## src/rtl/riscv_pkg.sv

```systemverilog
// Shared RISC-V core definitions: load/store size encodings and LSU state type.
package riscv_pkg;

    localparam logic [2:0] LDST_B  = 3'd0;
    localparam logic [2:0] LDST_H  = 3'd1;
    localparam logic [2:0] LDST_W  = 3'd2;
    localparam logic [2:0] LDST_BU = 3'd4;
    localparam logic [2:0] LDST_HU = 3'd5;

    typedef enum logic {
        LSU_IDLE,
        LSU_BUSY
    } lsu_state_t;

endpackage

```

## src/rtl/riscv_lsu_fmt.sv

```systemverilog
// Combinational lane formatter: store byte enables / lane replication and
// load byte/half extraction with sign or zero extension.
module riscv_lsu_fmt
    import riscv_pkg::*;
(
    input  logic        st_we,
    input  logic [2:0]  st_size,
    input  logic [1:0]  st_lsb,
    input  logic [31:0] st_wd,
    output logic [3:0]  st_be,
    output logic [31:0] st_wd_fmt,
    input  logic [2:0]  ld_size,
    input  logic [1:0]  ld_lsb,
    input  logic [31:0] ld_rd,
    output logic [31:0] ld_data
);

    logic [7:0]  lane [4];
    logic [7:0]  byte_v;
    logic [15:0] half_v;

    for (genvar gi = 0; gi < 4; gi++) begin : g_lane
        assign lane[gi] = ld_rd[8*gi +: 8];
    end

    assign byte_v = lane[ld_lsb];
    assign half_v = ld_lsb[1] ? {lane[3], lane[2]} : {lane[1], lane[0]};

    always_comb begin
        st_be     = 4'b0000;
        st_wd_fmt = st_wd;
        case (st_size)
            LDST_B: begin
                st_be     = 4'b0001 << st_lsb;
                st_wd_fmt = {4{st_wd[7:0]}};
            end
            LDST_H: begin
                st_be     = st_lsb[1] ? 4'b1100 : 4'b0011;
                st_wd_fmt = {2{st_wd[15:0]}};
            end
            LDST_W:  st_be = 4'b1111;
            default: st_be = 4'b0000;
        endcase
        // Loads always fetch the whole word; lane selection happens on return.
        if (!st_we) begin
            st_be = 4'b1111;
        end
    end

    always_comb begin
        ld_data = 32'h0;
        case (ld_size)
            LDST_B:  ld_data = {{24{byte_v[7]}}, byte_v};
            LDST_BU: ld_data = {24'h0, byte_v};
            LDST_H:  ld_data = {{16{half_v[15]}}, half_v};
            LDST_HU: ld_data = {16'h0, half_v};
            LDST_W:  ld_data = ld_rd;
            default: ld_data = 32'h0;
        endcase
    end

endmodule

```

## src/rtl/riscv_lsu.sv

```systemverilog
// Load/store unit: one word-aligned memory transaction per core request, with
// stall, timeout abort and load formatting. RISCV_LSU_MISALIGN_EN enables misalign trapping.
module riscv_lsu
    import riscv_pkg::*;
#(
    parameter int TIMEOUT = 255,
    parameter int CNT_W   = 8
) (
    input  logic        clk_i,
    input  logic        rst_i,
    input  logic        core_req_i,
    input  logic        core_we_i,
    input  logic [2:0]  core_size_i,
    input  logic [31:0] core_addr_i,
    input  logic [31:0] core_wd_i,
    output logic [31:0] core_rd_o,
    output logic        core_stall_o,
    output logic        core_err_o,
    output logic        core_misalign_o,
    output logic        mem_req_o,
    output logic        mem_we_o,
    output logic [3:0]  mem_be_o,
    output logic [31:0] mem_addr_o,
    output logic [31:0] mem_wd_o,
    input  logic [31:0] mem_rd_i,
    input  logic        mem_ready_i
);

    localparam logic [CNT_W-1:0] CNT_LAST = (TIMEOUT == 0) ? '0 : CNT_W'(TIMEOUT - 1);

    lsu_state_t       state_reg, state_next;
    logic [CNT_W-1:0] cnt_reg;
    logic [2:0]       size_reg;
    logic [1:0]       lsb_reg;
    logic             mem_req_reg, mem_we_reg;
    logic [3:0]       mem_be_reg;
    logic [31:0]      mem_addr_reg, mem_wd_reg;

    logic        misalign, launch, timeout_hit, done;
    logic [3:0]  fmt_be;
    logic [31:0] fmt_wd, fmt_rd;

    riscv_lsu_fmt u_fmt (
        .st_we     (core_we_i),
        .st_size   (core_size_i),
        .st_lsb    (core_addr_i[1:0]),
        .st_wd     (core_wd_i),
        .st_be     (fmt_be),
        .st_wd_fmt (fmt_wd),
        .ld_size   (size_reg),
        .ld_lsb    (lsb_reg),
        .ld_rd     (mem_rd_i),
        .ld_data   (fmt_rd)
    );

`ifdef RISCV_LSU_MISALIGN_EN
    always_comb begin
        misalign = 1'b0;
        if (state_reg == LSU_IDLE && core_req_i) begin
            case (core_size_i)
                LDST_H, LDST_HU: misalign = core_addr_i[0];
                LDST_W:          misalign = |core_addr_i[1:0];
                default:         misalign = 1'b0;
            endcase
        end
    end
`else
    assign misalign = 1'b0;
`endif

    assign launch      = (state_reg == LSU_IDLE) && core_req_i && !misalign;
    assign timeout_hit = (state_reg == LSU_BUSY) && !mem_ready_i &&
                         (TIMEOUT != 0) && (cnt_reg == CNT_LAST);
    assign done        = (state_reg == LSU_BUSY) && (mem_ready_i || timeout_hit);

    always_comb begin
        state_next = state_reg;
        case (state_reg)
            LSU_IDLE: if (launch) state_next = LSU_BUSY;
            LSU_BUSY: if (done)   state_next = LSU_IDLE;
            default:              state_next = LSU_IDLE;
        endcase
    end

    always_ff @(posedge clk_i or posedge rst_i) begin
        if (rst_i) begin
            state_reg    <= LSU_IDLE;
            cnt_reg      <= '0;
            size_reg     <= 3'd0;
            lsb_reg      <= 2'd0;
            mem_req_reg  <= 1'b0;
            mem_we_reg   <= 1'b0;
            mem_be_reg   <= 4'd0;
            mem_addr_reg <= 32'h0;
            mem_wd_reg   <= 32'h0;
        end else begin
            state_reg <= state_next;
            if (launch) begin
                cnt_reg      <= '0;
                size_reg     <= core_size_i;
                lsb_reg      <= core_addr_i[1:0];
                mem_req_reg  <= 1'b1;
                mem_we_reg   <= core_we_i;
                mem_be_reg   <= fmt_be;
                mem_addr_reg <= {core_addr_i[31:2], 2'b00};
                mem_wd_reg   <= fmt_wd;
            end else if (done) begin
                mem_req_reg <= 1'b0;
            end else if (state_reg == LSU_BUSY) begin
                cnt_reg <= cnt_reg + CNT_W'(1);
            end
        end
    end

    // The completion cycle releases the stall so the core advances past this request.
    assign core_stall_o    = core_req_i && !done && !misalign;
    assign core_err_o      = timeout_hit;
    assign core_rd_o       = timeout_hit ? 32'h0 : fmt_rd;
    assign core_misalign_o = misalign;
    assign mem_req_o       = mem_req_reg;
    assign mem_we_o        = mem_we_reg;
    assign mem_be_o        = mem_be_reg;
    assign mem_addr_o      = mem_addr_reg;
    assign mem_wd_o        = mem_wd_reg;

endmodule

```

## config.mk

```make
export PLATFORM = sky130hd
export DESIGN_NAME = riscv_lsu
export DESIGN_NICKNAME = d
export VERILOG_FILES = /design/src/rtl/riscv_pkg.sv /design/src/rtl/riscv_lsu_fmt.sv /design/src/rtl/riscv_lsu.sv
export SDC_FILE = /design/constraint.sdc
export NUM_CORES = 1
export LEC_CHECK = 0
export CELL_PAD_IN_SITES_DETAIL_PLACEMENT = 1
export CELL_PAD_IN_SITES_GLOBAL_PLACEMENT = 2
export CORE_ASPECT_RATIO = 1.75
export CORE_MARGIN = 2
export CORE_UTILIZATION = 22
export DETAILED_ROUTE_END_ITERATION = 8
export GPL_ROUTABILITY_DRIVEN = 0
export PLACE_DENSITY_LB_ADDON = 0.08
export SYNTH_ARGS = -nofsm -noshare
export SYNTH_HDL_FRONTEND = slang
export SYNTH_SLANG_ARGS = --single-unit
export TNS_END_PERCENT = 10
```

## constraint.sdc

```tcl
create_clock -name clk_i -period 3.1 [get_ports clk_i]
set_clock_uncertainty 0.2 [all_clocks]
set_input_delay 0.62 -clock clk_i [delete_from_list [all_inputs] [get_ports clk_i]]
set_output_delay 0.62 -clock clk_i [all_outputs]
set_load 0.01 [all_outputs]
```

; ---- Word level (Yosys, flattened, before mapping)
; Index checks and enable logic that the tools add are counted.
[totals]
register_bits = 82
inputBits = 104
out_inout_bits = 105
[op_classes]
add_sub_neg = 1
magnitude_cmp = 1
eq_ne = 8
shift = 1
mux = 18
n_bitwise = 2
reduce_logical = 13
[ops]
columns = operator, count
row1 = case mux 32 bit (5 select lines), 1
row2 = case mux 32 bit (2 select lines), 1
row3 = two-way mux 8 bit, 5
row4 = two-way mux 32 bit, 1
row5 = binary-select mux 8 bit (select 2 bit), 1
row6 = two-way mux 16 bit, 1
row7 = case mux 4 bit (3 select lines), 1
row8 = adder 8 x 1 -> 8 bit (second input constant), 1
row9 = == test 8 bit (second input constant), 1
row10 = two-way mux 4 bit, 2
row11 = == test 3 x 1 -> 1 bit (second input constant), 2
row12 = == test 3 x 2 -> 1 bit (second input constant), 2
row13 = == test 3 bit (second input constant), 2
row14 = logical NOT 3 bit, 2
row15 = logical AND 1 bit, 5
row16 = two-way mux 1 bit, 4
row17 = nonzero test 2 bit, 2
row18 = left shift 1 x 2 -> 4 bit (first input constant), 1
row19 = greater-or-equal comparator 3 bit (second input constant), 1
row20 = inverter 2 -> 3 bit, 1
row21 = logical NOT 1 bit, 2
row22 = != test 2 bit (second input constant), 1
row23 = case mux 1 bit (2 select lines), 1
row24 = AND reduction 2 bit, 1
row25 = 2 further kinds, 2

; ---- Logic depth before layout (Yosys ltp)
[depth]
word_depth = 7
mapped_depth = 7

; ---- Modules after synthesis
; From an unflattened synthesis, not the netlist that was laid out.
[unflattened]
hier_cells = 584
area_unflattened_um2 = 4909.7
[by_module_without_submodules]
columns = mod, n_inst, cells_each, area_each_um2
row1 = riscv_lsu, 1, 401, 3483.3
row2 = riscv_lsu_fmt, 1, 183, 1426.4

; ---- Worst setup path after synthesis
; OpenSTA, ideal clock, no wires.
[synth_timing]
path_kind = input -> output
start = input port mem_rd_i[23]
end = output port core_rd_o[21]
t_arrival_ns = 1.700
setup_slack_ns = 0.580
stages = 6
path_buffers = 2
path_cell_list = mux2_1 > nor3_1 > or4_1 > buf_2 > buf_6 > a21oi_2
[synth_via]
elab_chain_len = 5
[synth_rtl]
columns = element, line_no
row1 = "start, declared", riscv_lsu.sv:25  ; input logic [31:0] mem_rd_i,
row2 = binary-select mux 8 bit (select 2 bit), riscv_lsu_fmt.sv:26  ; assign byte_v = lane[ld_lsb];
row3 = two-way mux 8 bit (implied by the code) (2 in a row), riscv_lsu_fmt.sv:26
row4 = case mux 32 bit (5 select lines), riscv_lsu_fmt.sv:52  ; case (ld_size)
row5 = two-way mux 32 bit, riscv_lsu.sv:118  ; assign core_rd_o = timeout_hit ? 32'h0 : fmt_rd;
row6 = "end, declared", riscv_lsu.sv:16  ; output logic [31:0] core_rd_o,
; Every way passes these cells. The select of a mux whose other input is x is not followed.

; ---- Worst setup path in the final report
[layout_timing]
start = input port mem_ready_i
end = output port core_err_o
[layout_via]
elab_chain_len = 3
[layout_rtl]
columns = element, line_no
row1 = "start, declared", riscv_lsu.sv:26  ; input logic mem_ready_i
row2 = logical NOT 1 bit, riscv_lsu.sv:72  ; assign timeout_hit = (state_reg == LSU_BUSY) && !mem_ready_i &&
row3 = logical AND 1 bit, riscv_lsu.sv:72
row4 = logical AND 1 bit, riscv_lsu.sv:73  ; (TIMEOUT != 0) && (cnt_reg == CNT_LAST);
row5 = "end, declared", riscv_lsu.sv:18  ; output logic core_err_o,
; Every way passes these cells.

==> metrics.txt <==
# TYPE chip_impl_metric gauge
chip_impl_metric{name="post_route_setup_tns",unit="ns"} 0
chip_impl_metric{name="final_cell_area",unit="um2"} 7009
chip_impl_metric{name="final_period_minus_worst_setup_slack",unit="ns"} 2.907
chip_impl_metric{name="port_buffers",unit=""} 205
chip_impl_metric{name="drcViolationCount",unit=""} 0
chip_impl_metric{name="cts.sink_count",unit=""} 82
chip_impl_info{name="worstPathCellList",value="clkdlybuf4s50_1 > nand2b_1 > buf_4 > nor2_1 > clkdlybuf4s50_1"} 1
chip_impl_metric{name="ys.warnings.count",unit=""} 0
chip_impl_metric{name="firstDrtPassIters",unit=""} 5
chip_impl_info{name="clock_tree.root_cell",value="clkbuf_16"} 1
chip_impl_metric{name="worst-path-buf-inv",unit=""} 3
chip_impl_metric{name="post-place-ws",unit="ns"} -0.4404
chip_impl_metric{name="hold_ws",unit="ns"} 0.2763
chip_impl_info{name="cts_tree",value="yes"} 1
chip_impl_metric{name="slew_headroom",unit="%"} 60.16
chip_impl_metric{name="clock_path_buffers",unit=""} 2
chip_impl_metric{name="cts-hold-fix-buffers",unit=""} 0
chip_impl_metric{name="initial_core_util",unit="%"} 22.51
chip_impl_metric{name="wl_per_cell",unit="um"} 17.03
chip_impl_metric{name="critical_path_peak_fanout",unit=""} 7
chip_impl_metric{name="floorplan.die.height",unit="um"} 189.4
chip_impl_metric{name="first_drt_iteration_drcs",unit=""} 126
chip_impl_metric{name="synth_cell_type_count",unit=""} 46
chip_impl_metric{name="vdd_ir_drop_max",unit="V"} 0.0004011
chip_impl_metric{name="antenna_violations_before_repair",unit=""} 0
chip_impl_metric{name="n_antenna_cell",unit=""} 0
chip_impl_metric{name="dpl.hpwl",unit="um"} 12830
chip_impl_metric{name="synth_cells",unit=""} 508
chip_impl_info{name="synthFlopType",value="dfrtp_1"} 1
chip_impl_metric{name="min_period_over_period",unit="%"} 93.77
chip_impl_metric{name="placed_area",unit="um2"} 6774
chip_impl_metric{name="grt.total_usage",unit="%"} 16.28
chip_impl_metric{name="dieArea",unit="um2"} 20830
chip_impl_metric{name="synth-seq-area-share",unit="%"} 47.48
chip_impl_metric{name="synth_enable_flop_cells",unit=""} 0
chip_impl_metric{name="drt.antenna.violating_nets",unit=""} 0
chip_impl_metric{name="grt_start_max_net_pins",unit=""} 45
chip_impl_metric{name="num_vias",unit=""} 4353
chip_impl_info{name="slowest_stage",value="clkdlybuf4s50_1"} 1
chip_impl_metric{name="setup_viol",unit=""} 0
chip_impl_metric{name="ratio_of_routed_vias_to_standard_cells",unit=""} 4.525
chip_impl_info{name="outcome",value="finished, final reports clean"} 1
chip_impl_info{name="kind_of_cell_adding_the_most_delay_to_the_critical_path",value="buffers and inverters"} 1
chip_impl_info{name="rsz_0062_raised_after_global_routing",value="no"} 1
chip_impl_info{name="worstSetupStartpointType",value="primary input"} 1
chip_impl_metric{name="numCtsBuffers",unit=""} 9
chip_impl_metric{name="die_width",unit="um"} 110.0
chip_impl_metric{name="cellLeakagePower",unit="nW"} 3.188
chip_impl_info{name="most_common_cell_type_on_the_critical_path",value="clkdlybuf4s50_1"} 1
chip_impl_metric{name="maximum_frequency_from_static_timing_analysis",unit="MHz"} 344.0
chip_impl_metric{name="least_setup_slack_across_all_paths_after_layout",unit="ns"} 0.1931
chip_impl_metric{name="io_pins",unit=""} 209
chip_impl_info{name="hold_path.class",value="reg2reg"} 1
chip_impl_metric{name="layout-drive-gt1-share",unit="%"} 15.40
chip_impl_metric{name="grt_first_pass_wirelength",unit="um"} 26020
chip_impl_metric{name="core.rowCount",unit=""} 67
chip_impl_metric{name="avgSynthCellArea",unit="um2"} 8.507
chip_impl_metric{name="max_cap_viol_count",unit=""} 0
chip_impl_metric{name="worst_ep_arrival_time",unit="ns"} 2.09
chip_impl_metric{name="grt_pass1_vias",unit=""} 4829
chip_impl_metric{name="final_hold_viol_count",unit=""} 0
chip_impl_metric{name="area_growth",unit="%"} 62.19
chip_impl_info{name="end_kind",value="output port"} 1
chip_impl_metric{name="design.final.nets",unit=""} 822
chip_impl_metric{name="cp_data_required_time",unit="ns"} 2.28
chip_impl_metric{name="grt.overflow.total",unit=""} 0
chip_impl_metric{name="clkSlewWorstSetupHoldPaths",unit="ns"} 0.06
chip_impl_metric{name="largest_stage_delay_on_the_critical_path",unit="ns"} 0.56
chip_impl_metric{name="routed_wl",unit="um"} 16380
chip_impl_metric{name="tightest_slew",unit="ns"} 0.5969
chip_impl_metric{name="cts_max_level",unit=""} 3
chip_impl_metric{name="postSynth.asyncResetShare",unit="%"} 100.0
chip_impl_metric{name="clock_insertion_delay_worst_skew",unit="ns"} 0.34
chip_impl_metric{name="largest_register_ffs",unit=""} 32
chip_impl_metric{name="slew_violations",unit=""} 0
chip_impl_info{name="criticalPathCategory",value="in2out"} 1
chip_impl_metric{name="power.density_cell_area",unit="nW/um2"} 590.0
chip_impl_metric{name="netlist_area",unit="um2"} 4322
chip_impl_metric{name="core_region_area",unit="um2"} 19200
chip_impl_metric{name="cts_setup_buffers",unit=""} 0
chip_impl_metric{name="synth_seq_cells",unit=""} 82
-- what timing repair did --
action                     CTS  global route
pin swaps                    1             3
setup endpoints to repair   32            26
resized for setup          100            28
-- synth_stat cells, types with 2 or more instances --
master / number / share of area, %
a31oi_1: 4 / 0.58
ha_1: 2 / 0.58
o21ai_0: 39 / 4.5
nand3_1: 6 / 0.69
nand2b_1: 5 / 0.72
and3_1: 2 / 0.29
or4_1: 2 / 0.35
buf_2: 9 / 1.0
nor2b_1: 3 / 0.43
nand4_1: 2 / 0.29
inv_1: 6 / 0.52
a222oi_1: 5 / 1.2
dfrtp_1: 82 / 47
a21oi_2: 10 / 2.0
clkbuf_1: 22 / 1.9
and4_1: 2 / 0.41
mux2i_1: 29 / 6.7
a22oi_1: 8 / 1.4
buf_1: 2 / 0.17
mux2_2: 11 / 2.9
and3b_1: 2 / 0.41
nor3_1: 3 / 0.35
nor2_1: 16 / 1.4
o22a_1: 2 / 0.41
nand2_1: 189 / 16
nand3b_1: 2 / 0.35
a21o_1: 2 / 0.35
a21oi_1: 20 / 2.3
nor3b_1: 2 / 0.35
buf_4: 3 / 0.52
-- power breakdown --
| group | leakage [nW] | internal [mW] | switching (mW) |
|---|---|---|---|
| Clock | 0.133 | 0.562 | 0.427 |
| Combinational | 2.05 | 0.877 | 0.834 |
| Sequential | 1.01 | 1.28 | 0.152 |
-- worst min-delay path: cells and delay by family, from the launching register on --
family | cells | cell delay [ns]
flops | 1 | 0.34
simple gates | 2 | 0.11
-- layout by cell type, fill, tap and decap left out, drive strengths merged, types with 4 or more instances in the layout --
master,instances
mux2i,29
nand2b,5
dlymetal6s2s,6
dlygate4sd2,7
nor2,16
a31oi,4
clkdlybuf4s50,168
buf,45
mux2,12
clkinv,4
nand3,6
inv,5
a222oi,5
a21oi,30
nand2,189
dfrtp,82
clkbuf,19
o21ai,40
a22oi,8
-- metrics by stage --
step,instances,utilization [%],power [mW]
6_report,962,36.51,4.135
5_1_grt,962,36.51,4.421
4_1_cts,962,36.47,4.212
3_5_place_dp,946,35.29,3.266
3_3_place_gp,946,35.29,3.232
2_1_floorplan,510,-,2.183
-- final timing paths --
kind                       slack (ns)      startpoint  cells after the start             end
max                              0.19     mem_ready_i                      5      core_err_o
min                              0.28  mem_addr_o[14]                      2  mem_addr_o[14]
max reg2reg                      1.22      cnt_reg[1]                      5      cnt_reg[5]
min reg2reg                      0.28  mem_addr_o[14]                      2  mem_addr_o[14]
max in group asynchronous        1.59           rst_i                      3      lsb_reg[1]
min in group asynchronous        0.46           rst_i                      2     mem_wd_o[1]
-- cell type report --
cell class,count,area [um2]
Fill cell,2283,12190
Timing Repair Buffer,232,2190
Multi-Input combinational cell,385,2173
Sequential cell,82,2056
Tap cell,241,301.5
Clock buffer,13,250.2
Inverter,6,23.77
Clock inverter,3,15.01
-- logic make-up (layout without fill, tap and decap cells) --
family                   count (synthesis)  count (layout)  share of synthesized area (%)
multiplexers                            41              41                          9.844
adder cells (fa/ha/maj)                  2               2                         0.5789
AND/OR/NAND/NOR                        240             240                          23.22
flip-flops                              82              82                          47.48
AO/OA/AOI/OAI                           99              99                          14.36
buffers and inverters                   43             254                          4.430
other                                    1               3                        0.08677
-- metal layers --
metal	track usage [%]	up-vias	share of wire [%]
li1	-	2120	-
met1	17.20	2079	37
met2	29.83	142	53
met3	5.164	12	8.2
met4	5.112	0	1.5
met5	0	-	0
Power figures use the tool's default switching activity.
